--- src/rtl/alu_resp_unit.sv ---
// 8-bit ALU (add/sub/and/or) whose results are queued in a 2-entry output FIFO.
// Optional delivered-response counter enabled by defining ALU_RESP_STATS_EN.
module alu_resp_unit (
    input  logic        clk,
    input  logic        reset,
    input  logic        req_valid,
    output logic        req_ready,
    input  logic [7:0]  A,
    input  logic [7:0]  B,
    input  logic [1:0]  ALU_Sel,
    output logic        resp_valid,
    input  logic        resp_ready,
    output logic [7:0]  ALU_Out,
    output logic        CarryOut,
    output logic [15:0] resp_count
);
    localparam logic [1:0] SEL_ADD = 2'd0;
    localparam logic [1:0] SEL_SUB = 2'd1;
    localparam logic [1:0] SEL_AND = 2'd2;

    // Each entry packs {carry, value}.
    logic [1:0][8:0] mem_q, mem_d;
    logic            wr_ptr_q, wr_ptr_d;
    logic            rd_ptr_q, rd_ptr_d;
    logic [1:0]      count_q, count_d;
    logic [8:0]      result;
    logic            push, pop;

    always_comb begin
        result = '0;
        case (ALU_Sel)
            SEL_ADD: result = {1'b0, A} + {1'b0, B};
            // Bit 8 of the 9-bit difference is the borrow (B > A).
            SEL_SUB: result = {1'b0, A} - {1'b0, B};
            SEL_AND: result = {1'b0, A & B};
            default: result = {1'b0, A | B};
        endcase
    end

    // Ready comes only from the registered count, never from resp_ready.
    assign req_ready  = !reset && (count_q != 2'd2);
    assign resp_valid = (count_q != 2'd0);
    assign push       = req_valid && req_ready;
    assign pop        = resp_valid && resp_ready;
    assign ALU_Out    = mem_q[rd_ptr_q][7:0];
    assign CarryOut   = mem_q[rd_ptr_q][8];

    always_comb begin
        mem_d    = mem_q;
        wr_ptr_d = wr_ptr_q;
        rd_ptr_d = rd_ptr_q;
        count_d  = count_q;
        if (push) begin
            mem_d[wr_ptr_q] = result;
            wr_ptr_d        = ~wr_ptr_q;
        end
        if (pop) begin
            rd_ptr_d = ~rd_ptr_q;
        end
        case ({push, pop})
            2'b10:   count_d = count_q + 2'd1;
            2'b01:   count_d = count_q - 2'd1;
            default: count_d = count_q;
        endcase
    end

    always_ff @(posedge clk or posedge reset) begin
        if (reset) begin
            mem_q    <= '0;
            wr_ptr_q <= 1'b0;
            rd_ptr_q <= 1'b0;
            count_q  <= 2'd0;
        end else begin
            mem_q    <= mem_d;
            wr_ptr_q <= wr_ptr_d;
            rd_ptr_q <= rd_ptr_d;
            count_q  <= count_d;
        end
    end

`ifdef ALU_RESP_STATS_EN
    logic [15:0] resp_count_q, resp_count_d;

    always_comb begin
        resp_count_d = resp_count_q;
        if (pop && (resp_count_q != 16'hFFFF)) begin
            resp_count_d = resp_count_q + 16'd1;
        end
    end

    always_ff @(posedge clk or posedge reset) begin
        if (reset) begin
            resp_count_q <= 16'd0;
        end else begin
            resp_count_q <= resp_count_d;
        end
    end

    assign resp_count = resp_count_q;
`else
    assign resp_count = 16'd0;
`endif

endmodule
--- config.mk ---
export PLATFORM = sky130hd
export DESIGN_NAME = alu_resp_unit
export DESIGN_NICKNAME = d
export VERILOG_FILES = /design/src/rtl/alu_resp_unit.sv
export SDC_FILE = /design/constraint.sdc
export NUM_CORES = 1
export LEC_CHECK = 0
export ABC_CLOCK_PERIOD_IN_PS = 4290
export CELL_PAD_IN_SITES_DETAIL_PLACEMENT = 0
export CELL_PAD_IN_SITES_GLOBAL_PLACEMENT = 1
export CORE_AREA = 8 8 77 79
export DETAILED_ROUTE_END_ITERATION = 12
export DIE_AREA = 0 0 85 87
export GPL_ROUTABILITY_DRIVEN = 0
export PLACE_DENSITY = 0.81
export SLEW_MARGIN = 10
export SYNTH_ARGS = -nofsm -noshare
export SYNTH_HDL_FRONTEND = slang
export SYNTH_SLANG_ARGS = --single-unit
--- constraint.sdc ---
create_clock -name clk -period 4.29 [get_ports clk]
set_input_delay 0.858 -clock clk [delete_from_list [all_inputs] [get_ports clk]]
set_output_delay 0.858 -clock clk [all_outputs]
set_load 0.05 [all_outputs]
==> results.py, run 1 <==
metrics = {
    "synth": {
        "synthCells": 194,
        "synth_area_leaders": "dfrtp_1 31%, mux2_2 12%, ha_1 8.3%, buf_4 6.7%, xnor2_1 3.9%",
        "synth-edff-count": 0,
        "async_flop_share": 1.00,
        "syn-cell-area_um2": 1800,
        "yosysWarnings": 0,
        "avgSynthCellArea_um2": 9.29,
        "synth.most_common_cell": "dfrtp_1",
        "ys.flop_type": "dfrtp_1",
        "synth_common_cells": "22 x dfrtp_1, 19 x mux2_2, 17 x nor2_1",
        "netlist-cell-type-count": 41,
        "yosysTopAreaCell": "dfrtp_1",
        "ys_ff_latch": 22,
        "yosysTopAreaCellShare": 0.305,
        "synth-seq-area-share": 0.305,
    },
    "detailed_routing": {
        "drt_wl_total_mm": 3.69,
        "dr.pass1.iters": 4,
        "vias": 1375,
        "top_layer_used": "met4",
        "wl_met2_mm": 1.58,
        "viasPerCell": 4.93,
        "wl_per_cell_um": 13.2,
        "met1_length_mm": 1.88,
        "wl_met3_um": 166,
        "first_iter_violations": 21,
        "route.detailed.drc": 0,
        "drt.antenna.violating_nets": 0,
    },
    "timing": {
        "hold_viol": 0,
        "finalCritPeriodShare": 0.795,
        "period_needed_ps": 3410,
        "worst_pin_slew_ps": 802,
        "max_freq_mhz": 293,
        "fin_tns_setup_ps": 0,
        "rsz0062_at_grt": "no",
        "drv_slew": 0,
        "fin_worst_skew_ps": 5.42,
        "setup_violations": 0,
        "relSlewSlack": 0.465,
    },
    "critical_path": {
        "endpoint": "mem_q[6]",
        "reg2reg_from": "count_q[1]",
        "critPathRequiredTime_ps": 4490,
        "cp.arrival_ps": 3610,
        "start_kind": "input port",
        "crit_path_end_kind": "flip-flop",
        "path_cells": "clkdlybuf4s50_1 -> inv_1 -> ha_1 -> a21oi_1 -> xnor2_1 -> ha_1 -> a21o_1 -> a221oi_1 -> nor3b_1 -> a221oi_1 -> mux2_2",
        "startpoint": "B[0]",
        "slowest_delay_ps": 520,
        "crit_type": "input port to flip-flop",
        "worstRegToRegCells": 4,
        "regToRegSetupSlack_ps": 2480,
        "reg2reg_to": "mem_q[7]",
        "worstPathMaxFanout": 4,
        "crit_path_top_delay_cell": "clkdlybuf4s50_1",
    },
    "clock_tree": {
        "cts_setup_buffers": 0,
        "postCtsHoldBufs": 0,
        "cts_tree": "yes",
        "clockBufferDepth": 2,
        "clk_pin_slew_ps": 70,
        "cts_buffers": 3,
        "clock-sinks": 22,
        "cts_resized": 0,
        "htree_num_levels": 1,
        "clk_root_buffer_cell": "clkbuf_8",
        "insertion_delay_ps": 260,
    },
    "final_layout": {
        "syn_to_final_growth_pct": 19.7,
        "nets": 260,
        "final_util": 0.445,
        "n_antenna_cell": 0,
        "drive_gt1_frac": 0.130,
        "nFillCells": 479,
    },
    "die": {
        "start_util": 0.372,
        "rows": 26,
        "io_pins": 49,
        "core_um2": 4850,
        "die_h_um": 87,
        "die-area_um2": 7400,
        "die_w_um": 85,
    },
    "global_routing": {
        "grt_pass1_wl_mm": 6.42,
        "grt_max_degree": 23,
        "grtUsageTotal": 0.104,
        "overflow": 0,
        "grt_antenna_before_repair": 0,
        "grt_pass1_vias": 1414,
    },
    "pwr": {
        "power.leakage_nw": 0.956,
        "ir_drop_mv": 0.275,
        "p_per_area_nw_per_um2": 594,
    },
    "place": {
        "io_buffers": 32,
        "hpwlAfterDp_mm": 3.04,
    },
    "outcome": {
        "outcome": "complete, no violations",
    },
    "job": {
        "max-cap-violations": 0,
    },
    "hold_path": {
        "hold_path.class": "flip-flop to flip-flop",
    },
}
-- layout by cell type, fill, tap and decap left out, types with 3 or more instances in the layout --
master / count
a21o_1: 3
a21oi_1: 7
buf_4: 4
clkbuf_8: 3
clkdlybuf4s50_1: 32
conb_1: 16
dfrtp_1: 22
ha_1: 12
inv_1: 6
maj3_1: 4
mux2_2: 19
mux2i_1: 3
nand2_1: 13
nand3_1: 3
nor2_1: 17
nor3_1: 5
o21a_1: 3
o21ai_0: 10
xnor2_1: 8
xor2_1: 5
-- cells by family (layout without fill, tap and decap cells) --
group,Yosys count,after routing,share of synthesized area
flops,22,22,0.305
fa+ha+maj,17,17,0.117
xor+xnor,13,13,0.0632
compound gates,35,35,0.128
buf+inv,31,45,0.103
other cells,1,16,0.00208
simple gates,53,53,0.147
mux,22,22,0.135
-- per-layer routing --
layer,up-vias,global-route usage
met2,36,0.172
met3,5,0.0189
met5,-,0
li1,708,-
met4,0,0.0388
met1,626,0.132
-- area by class of cell --
cell class	count	area, µm²	area share
Clock buffer	3	41.3	0.0191
Inverter	6	22.5	0.0104
Multi-Input combinational cell	156	1120	0.521
Sequential cell	22	551	0.255
Tap cell	56	70.1	0.0325
Timing Repair Buffer	36	350	0.162
-- power breakdown --
part,internal [mW],total [mW],switching [mW]
Clock,0.0625,0.121,0.0590
Sequential,0.308,0.378,0.0692
Combinational,0.330,0.784,0.454
Total,0.701,1.28,0.582
-- state kept, by name, indices dropped and copies added (netlist names) --
name / cells
mem_q: 18
count_q: 2
rd_ptr_q: 1
wr_ptr_q: 1
-- worst max-delay path, delay by kind of cell --
family	cells	cell delay [ps]
adders and majority gates	2	540
xor gates and xnor gates	1	140
and+or+nand+nor	1	100
buffers and inverters	2	610
muxes	1	220
AOI/OAI and AO/OA	4	1150
-- worst min-delay path by stage --
stage / from / to / slack [ps] / cells past startpoint
6_report: mem_q[10] / mem_q[10] / 480 / 2
5_1_grt: count_q[1] / count_q[1] / 490 / 1
4_1_cts: mem_q[10] / mem_q[10] / 480 / 2
3_5_place_dp: mem_q[10] / mem_q[10] / 460 / 2
3_3_place_gp: mem_q[11] / mem_q[11] / 460 / 2
2_1_floorplan: mem_q[10] / mem_q[10] / 440 / 2
-- per-stage QoR --
step	std cells	worst slack, ps	hold slack, ps	power (mW)	instance area (µm²)
after CTS	279	876	481	1.30	2160
after detailed placement	276	600	464	1.17	2120
final	279	878	476	1.28	2160
after floorplan	209	1360	444	0.973	1860
after global placement	276	671	459	1.16	2120
after global routing	279	645	494	1.37	2160
Note: power is estimated with default switching activity, not from simulation.
==> run 2: changes to the inputs <==
ABC_CLOCK_PERIOD_IN_PS = 2900   (was 4290)
CORE_AREA = 8 8 83 85   (was 8 8 77 79)
DIE_AREA = 0 0 91 93   (was 0 0 85 87)
PLACE_DENSITY = 0.73   (was 0.81)
clock period = 2.9 ns   (was 4.29 ns; I/O delays follow)
==> run 2 against run 1 <==
Total power up 58%. Global-route usage down 0.65 points. Die area up 14%. Critical path depth up 2. Critical path type unchanged. Critical endpoint is now mem_q[7]. Largest cell class unchanged.
==> results.py, run 2 (synthesized netlist as in run 1, its figures left out) <==
metrics = {
    "final_layout": {
        "fin_cells": 322,
        "nets": 283,
        "final_cell_mix": "27 x buf_4, 26 x clkdlybuf4s50_1, 22 x dfrtp_1",
        "drive_gt1_frac": 0.291,
        "nFillCells": 581,
        "reg.largest.list": "mem_q (18), count_q (2)",
        "syn_to_final_growth_pct": 38.2,
        "n_antenna_cell": 0,
        "top_register": "mem_q",
        "mostFrequentLayoutCell": "buf_4",
        "largest_reg_flops": 18,
    },
    "pwr": {
        "power.share.clock": 0.105,
        "power.leakage_nw": 1.15,
        "power_switching_share": 0.443,
        "pwr-share-comb": 0.619,
        "p_per_area_nw_per_um2": 816,
        "ir_drop_mv": 0.499,
        "pwr-share-seq": 0.276,
        "power_switching_mw": 0.901,
        "power_mw": 2.03,
        "p_int_mw": 1.13,
    },
    "timing": {
        "fin_tns_setup_ps": 0,
        "relSlewSlack": 0.455,
        "period_needed_ps": 2770,
        "finalCritPeriodShare": 0.956,
        "rsz0062_at_grt": "no",
        "fin_ws_ps": 127,
        "fin_worst_skew_ps": 4.97,
        "worst_pin_slew_ps": 817,
        "hold_viol": 0,
        "drv_slew": 0,
        "max_freq_mhz": 361,
        "setup_violations": 0,
    },
    "die": {
        "io_pins": 49,
        "die_h_um": 93,
        "die_w_um": 91,
        "core_um2": 5680,
        "rows": 28,
        "die-area_um2": 8460,
        "start_util": 0.318,
    },
    "global_routing": {
        "grt_max_degree": 23,
        "grt_antenna_before_repair": 0,
        "grt_pass1_wl_mm": 6.99,
        "overflow": 0,
        "grt_pass1_vias": 1547,
        "grtUsageTotal": 0.0977,
    },
    "clock_tree": {
        "htree_num_levels": 1,
        "insertion_delay_ps": 260,
        "clock-sinks": 22,
        "cts_buffers": 3,
        "clk_root_buffer_cell": "clkbuf_8",
        "clockBufferDepth": 2,
        "postCtsHoldBufs": 0,
        "cts_tree": "yes",
        "clk_pin_slew_ps": 80,
    },
    "critical_path": {
        "worstPathMaxFanout": 3,
        "crit_type": "input port to flip-flop",
        "start_kind": "input port",
        "critPathRequiredTime_ps": 3100,
        "cp.arrival_ps": 2970,
        "crit_path_end_kind": "flip-flop",
    },
    "place": {
        "placed_cells": 315,
        "place_ws_ps": -374,
        "hpwlAfterDp_mm": 3.28,
        "io_buffers": 32,
    },
    "detailed_routing": {
        "viasPerCell": 4.46,
        "route.detailed.drc": 0,
        "vias": 1436,
        "drt_wl_total_mm": 4.05,
        "dr.pass1.iters": 4,
        "wl_per_cell_um": 12.6,
        "first_iter_violations": 39,
        "drt.antenna.violating_nets": 0,
    },
    "outcome": {
        "outcome": "complete, no violations",
    },
    "hold_path": {
        "hold_path.class": "flip-flop to flip-flop",
    },
    "job": {
        "max-cap-violations": 0,
    },
}
## run 2: metrics by stage
stage	hold slack [ps]	util	cell area, µm²
finish	478	0.439	2490
global route	523	0.439	2490
CTS	485	0.416	2360
detailed placement	467	0.403	2290
global placement	458	0.403	2290
floorplan	444	-	1860
## run 2: routing by layer
metal	share of wire	wire length, µm	global-route usage
met1	0.49	1990	0.118
met5	0	0	0
met2	0.46	1850	0.169
met3	0.044	178	0.0208
met4	0.0069	28	0.0327
## run 2: cell type report
class	count	area, µm²	share of cell area
clock buffers	4	55.1	0.0221
repair buffers	59	537	0.215
multi-input cells	156	1230	0.495
flip-flops and latches	22	551	0.221
inverters	6	22.5	0.00904
well taps	75	93.8	0.0377
## run 2: worst paths after layout
path                                 end  slack (ps)       start  cells after the start
worst max-delay path            mem_q[7]         130        B[2]                     13
worst min-delay path            mem_q[2]         480    mem_q[2]                      2
worst max register to register  mem_q[7]        1050  count_q[1]                      4
worst min register to register  mem_q[2]         480    mem_q[2]                      2
max in group asynchronous       mem_q[5]        1520       reset                      2
min in group asynchronous       wr_ptr_q         870       reset                      2
## run 2: critical path, cell delays in order
cell	delay, ps
clkdlybuf4s50_1	500
nor2_2	60
buf_4	130
a21oi_2	120
xnor2_1	80
ha_1	310
buf_4	120
o211a_1	140
o31a_1	200
o41ai_2	100
buf_4	140
or4_4	410
nand3_2	80
## run 2: repair_timing
action | in CTS | in global routing
gates resized for setup | 3 | 28
endpoints found under the setup margin | 8 | 10
hold endpoints to repair | 0 | 0
buffers inserted | 0 | 3
pin swaps | 0 | 11
## run 2: power groups by stage
stage	combinational [mW]	sequential (mW)	clock (mW)
floorplan	0.923	0.516	0
global placement	1.20	0.562	0
detailed placement	1.21	0.571	0
CTS	1.23	0.563	0.220
global route	1.35	0.586	0.230
finish	1.26	0.562	0.213
